`src/rtl/inst_seq_ctrl.sv`:
```
// Multi-cycle fetch/execute sequencer for the RV32 core: req/ack instruction fetch, one EXEC cycle,
// PC/regfile gating and halt/trap stop. Optional fetch timeout trap enabled by `define FETCH_TIMEOUT_EN.
module inst_seq_ctrl #(
  parameter logic [31:0] RESET_PC       = 32'h8000_0000,
  parameter int unsigned TIMEOUT_CYCLES = 255,
  parameter int unsigned TMO_W          = 8
) (
  input  logic        clk,
  input  logic        rst,
  output logic        imem_req,
  output logic [31:0] imem_addr,
  input  logic        imem_ack,
  input  logic [31:0] imem_rdata,
  input  logic        dec_ebreak,
  input  logic        dec_invalid,
  output logic [31:0] pc,
  output logic [31:0] inst,
  output logic        exec_valid,
  output logic        rf_wen_en,
  output logic        halted,
  output logic        trapped,
  output logic [1:0]  trap_cause,
  output logic [31:0] instret
);

  typedef enum logic [1:0] {
    ST_FETCH = 2'd0,
    ST_EXEC  = 2'd1,
    ST_HALT  = 2'd2,
    ST_TRAP  = 2'd3
  } state_t;

  state_t      state_r;
  logic [31:0] pc_r;
  logic [31:0] inst_r;
  logic [31:0] instret_r;
  logic [1:0]  cause_r;

  // The wait counter must be able to represent the timeout threshold.
  if (TIMEOUT_CYCLES < 1 || TIMEOUT_CYCLES >= (64'd1 << TMO_W)) begin : g_tmo_check
    $error("inst_seq_ctrl: TMO_W too narrow for TIMEOUT_CYCLES");
  end

`ifdef FETCH_TIMEOUT_EN
  localparam logic [TMO_W-1:0] TMO_LAST = TMO_W'(TIMEOUT_CYCLES - 1);
  logic [TMO_W-1:0] tmo_cnt_r;
`endif

  // Sequencer state, PC, latched instruction, retire counter and trap cause.
  always_ff @(posedge clk) begin
    if (rst) begin
      state_r   <= ST_FETCH;
      pc_r      <= RESET_PC;
      inst_r    <= 32'd0;
      instret_r <= 32'd0;
      cause_r   <= 2'd0;
`ifdef FETCH_TIMEOUT_EN
      tmo_cnt_r <= '0;
`endif
    end else begin
      case (state_r)
        ST_FETCH: begin
          if (imem_ack) begin
            inst_r  <= imem_rdata;
            state_r <= ST_EXEC;
          end
`ifdef FETCH_TIMEOUT_EN
          // An ack on the expiry cycle wins because it is tested first.
          else if (tmo_cnt_r == TMO_LAST) begin
            cause_r <= 2'd2;
            state_r <= ST_TRAP;
          end else begin
            tmo_cnt_r <= tmo_cnt_r + TMO_W'(1);
          end
`else
          else begin
            state_r <= ST_FETCH;
          end
`endif
        end
        ST_EXEC: begin
          if (dec_invalid) begin
            cause_r <= 2'd1;
            state_r <= ST_TRAP;
          end else if (dec_ebreak) begin
            instret_r <= instret_r + 32'd1;
            state_r   <= ST_HALT;
          end else begin
            pc_r      <= pc_r + 32'd4;
            instret_r <= instret_r + 32'd1;
            state_r   <= ST_FETCH;
`ifdef FETCH_TIMEOUT_EN
            tmo_cnt_r <= '0;
`endif
          end
        end
        ST_HALT: state_r <= ST_HALT;
        ST_TRAP: state_r <= ST_TRAP;
        default: state_r <= ST_TRAP;
      endcase
    end
  end

  // Outputs are registers or pure state decodes; rf_wen_en also depends on the latched-inst decode.
  always_comb begin
    imem_req   = (state_r == ST_FETCH);
    imem_addr  = pc_r;
    pc         = pc_r;
    inst       = inst_r;
    instret    = instret_r;
    trap_cause = cause_r;
    exec_valid = (state_r == ST_EXEC);
    halted     = (state_r == ST_HALT);
    trapped    = (state_r == ST_TRAP);
    if (state_r == ST_EXEC) begin
      rf_wen_en = ~dec_invalid & ~dec_ebreak;
    end else begin
      rf_wen_en = 1'b0;
    end
  end

endmodule

```
`config.mk`:
```
export PLATFORM = sky130hd
export DESIGN_NAME = inst_seq_ctrl
export DESIGN_NICKNAME = d
export VERILOG_FILES = /design/src/rtl/inst_seq_ctrl.sv
export SDC_FILE = /design/constraint.sdc
export NUM_CORES = 1
export LEC_CHECK = 0
export BUFFER_PORTS_ARGS = -buffer_cell sky130_fd_sc_hd__buf_2
export CELL_PAD_IN_SITES_DETAIL_PLACEMENT = 0
export CELL_PAD_IN_SITES_GLOBAL_PLACEMENT = 1
export CORE_ASPECT_RATIO = 1.75
export CORE_MARGIN = 5
export CORE_UTILIZATION = 35
export DETAILED_ROUTE_END_ITERATION = 8
export HOLD_SLACK_MARGIN = 0.1
export PLACE_DENSITY = 0.82
export RECOVER_POWER = 50
export SYNTH_ARGS = -nofsm -noshare
export SYNTH_HDL_FRONTEND = slang
export SYNTH_SLANG_ARGS = --single-unit
```
`constraint.sdc`:
```
create_clock -name clk -period 2.4 [get_ports clk]
set_clock_uncertainty 0.05 [all_clocks]
set_input_delay 0.72 -clock clk [delete_from_list [all_inputs] [get_ports clk]]
set_output_delay 0.72 -clock clk [all_outputs]
set_load 0.05 [all_outputs]
```
==> results of run 1 <==
-- final timing paths --
path	end	depth (start not counted)	slack, ns	from
setup reg to reg	imem_addr[27]$_SDFFE_PP0P_	6	0.35	state_r[0]$_SDFF_PP0_
hold reg to reg	inst[17]$_SDFFE_PP0P_	2	0.40	inst[17]$_SDFFE_PP0P_
hold / removal	inst[17]$_SDFFE_PP0P_	2	0.40	inst[17]$_SDFFE_PP0P_
setup / recovery	rf_wen_en	2	0.22	state_r[0]$_SDFF_PP0_
-- synthesized netlist by cell type, drive strengths merged, types with 7 or more instances --
library cell,number
or3,13
and2,9
nor2,31
clkbuf,26
xnor2,7
and4,9
o21ai,14
inv,10
buf,40
a21oi,71
nand2,79
dfxtp,97
or4,21
nand3,16
nand4,24
o31ai,21
xor2,12
-- state kept, by name (all words and copies together) (netlist names) --
name	cells
inst	32
instret	32
imem_addr	30
state_r	2
trap_cause	1
-- power by group through the flow --
stage | logic (uW) | registers, uW | clock network (uW)
2_1_floorplan | 183 | 1860 | 0
5_1_grt | 448 | 1690 | 1790
6_report | 415 | 1690 | 1670
4_1_cts | 436 | 1680 | 1730
3_3_place_gp | 432 | 1720 | 0
3_5_place_dp | 435 | 1720 | 0
-- per-stage QoR --
stage                     utilization [%]  setup slack (ns)  power, uW
final                                44.4             0.224       3770
after floorplan                         -            -0.167       2040
after global placement               42.4            0.0446       2150
after detailed placement             42.4            0.0625       2160
after CTS                            45.2             0.185       3850
after global routing                 44.4             0.113       3930
-- tightest hold or removal path, stage by stage (launching register included) --
cell and delay (ns):
dfxtp_1 0.31, nand2_1 0.05, a21oi_1 0.05
-- cell families after synthesis --
kind of cell	after synthesis
other cells	1
compound gates	107
xor+xnor	19
simple gates	230
fa+ha+maj	2
flops	97
buf+inv	76
mux	7
-- cell type report --
| class | count | area, um^2 | share of cell area (%) |
|---|---|---|---|
| clock buffer | 12 | 256 | 4.62 |
| clock inverter | 4 | 98.8 | 1.78 |
| inverter | 10 | 37.5 | 0.676 |
| multi-input combinational | 370 | 2140 | 38.6 |
| sequential | 97 | 1940 | 35.0 |
| tap | 168 | 210 | 3.79 |
| timing repair buffer | 180 | 862 | 15.5 |
-- layer usage --
metal,up-vias,global-route usage (%),share of wire [%]
met5,-,0,0
met4,0,7.32,2.6
met1,1971,18.6,40
met3,24,2.40,4.8
li1,2125,-,-
met2,121,28.3,53
==> impl_metrics.yaml, run 1 <==
outcome:
  status: "finished clean"
sta:
  finalCritPeriodShare_pct: 90.7
  relSlewSlack_pct: 46.9
  rsz0062_at_grt: "no"
  final_hold_viol_count: 0
  drv_slew: 0
  setup_viol: 0
  worst_slew_pin_slew_ns: 0.797
  max_freq_mhz: 460
  fin_crit_ns: 2.18
  setup_tns_ns: 0
  fin_hold_ws_ns: 0.404
detailed_routing:
  drt_iter0_drc: 204
  vias: 4241
  wl_per_cell_um: 14.6
  drtPass1Iterations: 5
  routed_wl_mm: 12.3
  vias_per_cell: 5.04
  drc: 0
  final_antenna_net_count: 0
power:
  intPower_uw: 2820
  pwr-share-seq_pct: 44.7
  peakVddDrop_mv: 0.368
  clockPowerShare_pct: 44.3
  p_sw_share_pct: 25.2
  power.switching_uw: 949
  combPwrFrac_pct: 11.0
  p_per_area_mw_per_mm2: 679
  p_leak_uw: 0.00218
logic_synthesis:
  synth_area_leaders: "dfxtp_1, a21oi_1, nand2_1, buf_4, o31ai_1"
  synth_compound_area_share_pct: 13.2
  synth_cells: 539
  yosys.area.top_type_share_pct: 43.3
  ys_seq_area_share_pct: 43.3
  synthArstFlopShare_pct: 0
  synth_top_family_by_area: "simple AND/OR/NAND/NOR gates"
  yosysWarnings: 0
  synth.largest_area_cell: "dfxtp_1"
  syn_area_mm2: 0.00449
  synthMuxAreaShare_pct: 1.70
  synth_xor_area_share_pct: 3.71
  synth.distinct_cells: 39
  yosys.area_share.adder_pct: 0.558
  synth-edff-count: 0
  syn_avg_cell_area_um2: 8.32
  synthSimpleGateAreaFrac_pct: 27.8
  synth-seq-cells: 97
  synthFlopType: "dfxtp_1"
floorplanning:
  fp.coreArea_mm2: 0.0125
  std_cell_rows: 54
  die_area_mm2: 0.0153
  initial_core_util_pct: 35.9
  die_h_um: 160
  ios: 172
  dieWidth_um: 95.6
finish:
  syn_to_final_growth_pct: 23.7
  post-route-cell-area_mm2: 0.00555
  finalNonFillerCells: 841
  nNetsFinal: 707
  fillers: 1298
  drive_above_1_share_pct: 22.4
  mostFrequentLayoutCells: "buf_2, dfxtp_1, nand2_1, a21oi_1, clkbuf_1"
  antennaDiodeCount: 0
  final_common_cell: "buf_2"
clock_network:
  cts_tree: "done"
  h-tree-depth: 3
  clk_latency_ns: 0.34
  post_cts_buffers: 0
  root_buffer: "clkbuf_16"
  hold_buffers: 0
  clock_path_buffers: 2
  path_clk_slew_ns: 0.07
  post_cts_resized: 0
  clock_sinks: 97
  numCtsBuffers: 9
grt:
  grt_pass1_vias: 4046
  gr-total-overflow: 0
  grt_antenna_before_repair: 0
  grt_first_pass_wirelength_mm: 19.9
  grt_start_max_net_pins: 40
  grt_usage_pct: 16.1
placement:
  place_congestion: 0.781
  placed_cell_area_mm2: 0.00530
  dp_hpwl_mm: 9.04
  dp_cells: 825
  portBuffers: 166
critical_path:
  worstPathRequired_ns: 1.63
  cp_top_family: "flip-flops"
  critPathMaxFanout: 12
  critPathKind: "reg -> out"
  end_kind: "primary output"
  start_kind: "flip-flop"
  critPathSlowestCell: "dfxtp_1"
  crit_arrival_ns: 1.41
  crit_chain: "nor4b_4 -> buf_2"
  worstPathBufferInverterCount: 1
  cpPeakStageDelay_ns: 0.51
hold_path:
  hold_class: "reg -> reg"
flow_run:
  cap_violations: 0
Power figures use the tool's default switching activity.
==> run 2, diff against run 1 <==
--- a/config.mk
+++ b/config.mk
@@ -10,10 +10,10 @@
 export CELL_PAD_IN_SITES_GLOBAL_PLACEMENT = 1
 export CORE_ASPECT_RATIO = 1.75
 export CORE_MARGIN = 5
-export CORE_UTILIZATION = 35
+export CORE_UTILIZATION = 32
 export DETAILED_ROUTE_END_ITERATION = 8
 export HOLD_SLACK_MARGIN = 0.1
-export PLACE_DENSITY = 0.82
+export PLACE_DENSITY = 0.79
 export RECOVER_POWER = 50
 export SYNTH_ARGS = -nofsm -noshare
 export SYNTH_HDL_FRONTEND = slang
==> constraint.sdc (replaced) <==
create_clock -name clk -period 1.77 [get_ports clk]
set_clock_uncertainty 0.05 [all_clocks]
set_input_delay 0.531 -clock clk [delete_from_list [all_inputs] [get_ports clk]]
set_output_delay 0.531 -clock clk [all_outputs]
set_load 0.05 [all_outputs]
==> run 2 against run 1 <==
  * The flow now finishes with violations (setup timing)
  * Largest cell class unchanged
  * Global-route usage hardly changed
  * Critical path depth grew 1
  * Die area grew 8.6%
  * Largest power group unchanged
  * Utilization increased by 0.46 points
  * Worst hold slack got worse by 0.034 ns
  * Power rose by 24%
  * Sequential share of layout area decreased by 1.6 points
  * Setup slack worse by 0.30 ns
  * Register-to-register slack got worse by 0.42 ns
==> impl_metrics.yaml, run 2 (synthesized netlist as in run 1, its figures left out) <==
outcome:
  status: "finished, violations left"
  violations: "setup timing"
finish:
  layout.area.seq_mm2: 0.00207
  drive_above_1_share_pct: 45.0
  fillers: 1400
  final_common_cell: "buf_2"
  nNetsFinal: 750
  multi_input_area_mm2: 0.00228
  antennaDiodeCount: 0
  syn_to_final_growth_pct: 38.4
  mostFrequentLayoutCells: "buf_2, nand2_1, a21oi_1, buf_4, dfxtp_1"
hold_path:
  hold_class: "in -> reg"
  hp-start: "imem_rdata[12]"
  holdPathStages: 3
grt:
  grt_util_met1_pct: 17.2
  grt_antenna_before_repair: 0
  gr-total-overflow: 0
  gr-usage-met3_pct: 3.64
  grt_start_max_net_pins: 49
  grt.busiest_layer: "met2"
  grt_first_pass_wirelength_mm: 21.7
  grt_usage_pct: 16.1
  use_met2_pct: 30.2
  grt_pass1_vias: 4324
clock_network:
  numCtsBuffers: 9
  clock_path_buffers: 2
  hold_buffers: 0
  root_buffer: "clkbuf_16"
  h-tree-depth: 3
  cts_tree: "done"
  clock_sinks: 97
  clk_latency_ns: 0.34
  path_clk_slew_ns: 0.07
detailed_routing:
  wl_per_cell_um: 15.2
  drc: 0
  routed_wl_mm: 13.6
  vias_per_cell: 5.01
  final_antenna_net_count: 0
  vias: 4476
  drtPass1Iterations: 4
  drt_iter0_drc: 188
critical_path:
  r2r_start: "state_r[1]$_SDFF_PP0_"
  end_kind: "primary output"
  start_kind: "flip-flop"
  crit_start: "state_r[1]$_SDFF_PP0_"
  crit_arrival_ns: 1.27
  worstPathRequired_ns: 1.19
  critPathMaxFanout: 5
  critPathKind: "reg -> out"
  r2r_slack_ns: -0.07
  r2r_cells: 6
sta:
  worst_slew_pin_slew_ns: 1.11
  finalCritPeriodShare_pct: 105
  max_freq_mhz: 540
  rsz0062_at_grt: "yes"
  drv_slew: 0
  fin_crit_ns: 1.85
  setup_ws_ns: -0.0808
  relSlewSlack_pct: 25.8
  setup_viol: 15
  setup_tns_ns: -0.494
  final_hold_viol_count: 0
floorplanning:
  die_h_um: 167
  ios: 172
  std_cell_rows: 57
  die_area_mm2: 0.0166
  fp.coreArea_mm2: 0.0138
  initial_core_util_pct: 32.4
  dieWidth_um: 99.5
placement:
  dp_slack_ns: -0.338
  portBuffers: 166
  dp_hpwl_mm: 10.3
  place_congestion: 0.782
flow_run:
  cap_violations: 0
power:
  peakVddDrop_mv: 0.430
  p_leak_uw: 0.00269
  p_per_area_mw_per_mm2: 756
## run 2: changes by cell type in the layout (fill, tap and decap cells not counted), moves of 7 or more
cell	delta
buf_6	+7
dfxtp_2	+19
dfxtp_4	+28
buf_2	+48
dfxtp_1	-47
clkbuf_1	-60
buf_4	+43
## run 2: final cells by class
class,count,area share [%]
clock buffer,9,3.63
clock inverter,7,0.726
inverter,10,0.605
multi-input combinational,371,36.7
sequential,97,33.4
tap,177,3.57
timing repair buffer,222,21.4
## run 2: worst max-delay path, cell delays in order, from the launching register on
cell	delay [ns]
dfxtp_2	0.36
nor4b_4	0.27
buf_4	0.16
buf_8	0.14
## run 2: per-stage QoR
stage	cells	util, %	area, um^2	hold slack (ns)	power (uW)
after floorplan	543	-	4710	0.510	2730
after global placement	867	41.5	5740	0.388	2910
after detailed placement	867	41.5	5740	0.394	2920
after CTS	888	44.2	6110	0.352	4770
after global routing	893	44.9	6210	0.353	4930
final	893	44.9	6210	0.370	4690
## run 2: what timing repair did
action,in CTS,in global routing
gates cloned,0,1
setup endpoints to repair,24,39
pin swaps,2,1
setup buffers,5,4
resized for setup,21,21
## run 2: where the power goes
part	switching, uW	leakage, uW	internal [uW]
Combinational	462	0.00174	177
Sequential	35.4	0.000818	2200
Clock	862	0.000136	953
Total	1360	0.00269	3330
## run 2: path summary, 6_finish.rpt
kind	endpoint
max	rf_wen_en
min	inst[12]$_SDFFE_PP0P_
max reg2reg	imem_addr[26]$_SDFFE_PP0P_
min reg2reg	inst[6]$_SDFFE_PP0P_
## run 2: per-layer routing
layer,vias to the layer above,part of all wire [%]
li1,2207,-
met1,2143,37
met2,110,56
met3,16,4.5
met4,0,1.8
met5,-,0
==> run 3, diff against run 2 <==
--- a/config.mk
+++ b/config.mk
@@ -15,6 +15,7 @@
 export HOLD_SLACK_MARGIN = 0.1
 export PLACE_DENSITY = 0.79
 export RECOVER_POWER = 50
+export SETUP_SLACK_MARGIN = 0.02
 export SYNTH_ARGS = -nofsm -noshare
 export SYNTH_HDL_FRONTEND = slang
 export SYNTH_SLANG_ARGS = --single-unit
==> run 3 against run 2 <==
  * Flip-flop and latch count is the same
  * Wire length grew 0.88%
  * The flow still finishes with violations (setup timing)
  * Cell area grew 4.5%
  * Register-to-register slack is essentially flat
  * Worst hold slack gained 0.0029 ns
==> impl_metrics.yaml, run 3 (synthesized netlist as in run 1, its figures left out) <==
floorplanning:
  std_cell_rows: 57
  ios: 172
  fp.coreArea_mm2: 0.0138
  initial_core_util_pct: 32.4
  die_area_mm2: 0.0166
  dieWidth_um: 99.5
  die_h_um: 167
hold_path:
  hold_class: "in -> reg"
  hp-start: "imem_rdata[27]"
grt:
  use_met2_pct: 30.3
  grt_pass1_vias: 4446
  grt_usage_pct: 15.8
  grt.busiest_layer: "met2"
  grt_util_met1_pct: 16.1
  grt_antenna_before_repair: 0
  grt_start_max_net_pins: 41
  gr-total-overflow: 0
  gr-usage-met3_pct: 2.85
  grt_first_pass_wirelength_mm: 21.5
sta:
  fin_crit_ns: 1.89
  drv_slew: 0
  max_freq_mhz: 530
  setup_viol: 14
  final_hold_viol_count: 0
  worst_slew_pin_slew_ns: 0.707
  setup_ws_ns: -0.117
  rsz0062_at_grt: "yes"
  relSlewSlack_pct: 52.9
  finalCritPeriodShare_pct: 107
clock_network:
  h-tree-depth: 3
  cts_tree: "done"
  clk_latency_ns: 0.34
  path_clk_slew_ns: 0.07
  numCtsBuffers: 9
  root_buffer: "clkbuf_16"
  hold_buffers: 0
  clock_path_buffers: 2
  clock_sinks: 97
power:
  intPower_uw: 3640
  clockPowerShare_pct: 42.0
  p_leak_uw: 0.00277
  pwr-share-seq_pct: 44.8
  finalPower_uw: 4990
  power.switching_uw: 1360
  p_sw_share_pct: 27.1
  p_per_area_mw_per_mm2: 770
  combPwrFrac_pct: 13.2
  peakVddDrop_mv: 0.417
detailed_routing:
  final_antenna_net_count: 0
  drtPass1Iterations: 4
  wl_per_cell_um: 15.2
  vias: 4545
  routed_wl_mm: 13.7
  drt_iter0_drc: 121
  vias_per_cell: 5.04
  drc: 0
critical_path:
  critPathMaxFanout: 7
  worstPathRequired_ns: 1.19
  crit_start: "state_r[1]$_SDFF_PP0_"
  start_kind: "flip-flop"
  end_kind: "primary output"
  r2r_start: "state_r[1]$_SDFF_PP0_"
  crit_arrival_ns: 1.31
  critPathKind: "reg -> out"
finish:
  fillers: 1416
  drive_above_1_share_pct: 47.3
  antennaDiodeCount: 0
  nNetsFinal: 759
  mostFrequentLayoutCells: "buf_2, nand2_1, a21oi_1, buf_4, dfxtp_1"
  syn_to_final_growth_pct: 44.6
  post-route-cell-area_mm2: 0.00649
  final_common_cell: "buf_2"
placement:
  placed_cell_area_mm2: 0.00572
  portBuffers: 166
  dp_hpwl_mm: 9.91
  place_congestion: 0.772
outcome:
  violations: "setup timing"
  status: "finished, violations left"
flow_run:
  cap_violations: 0
run 3: cell types whose count changed in the layout (fill, tap and decap cells not counted), sizes merged:
cell,previous run,this run
buf,217,178
bufinv,0,2
clkbuf,14,63
clkinv,4,2
clkinvlp,1,0
run 3: final timing paths:
kind,end,slack (ns),depth (start not counted)
max,rf_wen_en,-0.12,3
min,inst[27]$_SDFFE_PP0P_,0.37,3
max reg2reg,imem_addr[28]$_SDFFE_PP0P_,-0.07,6
min reg2reg,inst[16]$_SDFFE_PP0P_,0.40,2
run 3: power groups by stage:
stage	combinational, uW	sequential, uW	clock [uW]
after floorplan	250	2470	0
after global placement	628	2280	0
after detailed placement	638	2290	0
after CTS	661	2240	2160
after global routing	704	2250	2250
final	658	2240	2100
run 3: metrics by stage:
stage	util (%)	setup TNS [ns]	setup slack (ns)	hold WS, ns	cells
after detailed placement	41.3	-10.43	-0.360	0.395	864
after global placement	41.3	-8.47	-0.315	0.389	864
final	46.9	-0.569	-0.117	0.373	902
after global routing	46.9	-2.09	-0.152	0.367	902
after CTS	44.6	-0.755	-0.126	0.356	887
after floorplan	-	-6.80	-0.605	0.510	543
run 3: repair_timing:
action	4_1_cts	5_1_grt
hold endpoints to repair	0	0
resized for setup	29	54
cloned	1	3
setup endpoints to repair	39	46
pin swaps	8	21
buffers inserted	6	13
run 3: cell type report:
cell class / count / area, um^2 / share of cell area, %
multi-input combinational: 371 / 2380 / 36.7
sequential: 97 / 2080 / 32.1
timing repair buffer: 231 / 1450 / 22.3
clock buffer: 10 / 229 / 3.53
tap: 177 / 221 / 3.41
clock inverter: 6 / 90.1 / 1.39
inverter: 10 / 37.5 / 0.579
run 3: worst max-delay path, cell delays in order (launching register included):
cell and delay [ns]:
dfxtp_4 0.38, nor4b_4 0.29, buf_4 0.17, buf_8 0.14
run 3: per-layer routing:
layer	wire [um]	vias to the layer above	share of wire (%)
li1	-	2228	-
met1	4880	2162	36
met2	7730	129	56
met3	745	26	5.4
met4	377	0	2.7
met5	0	-	0
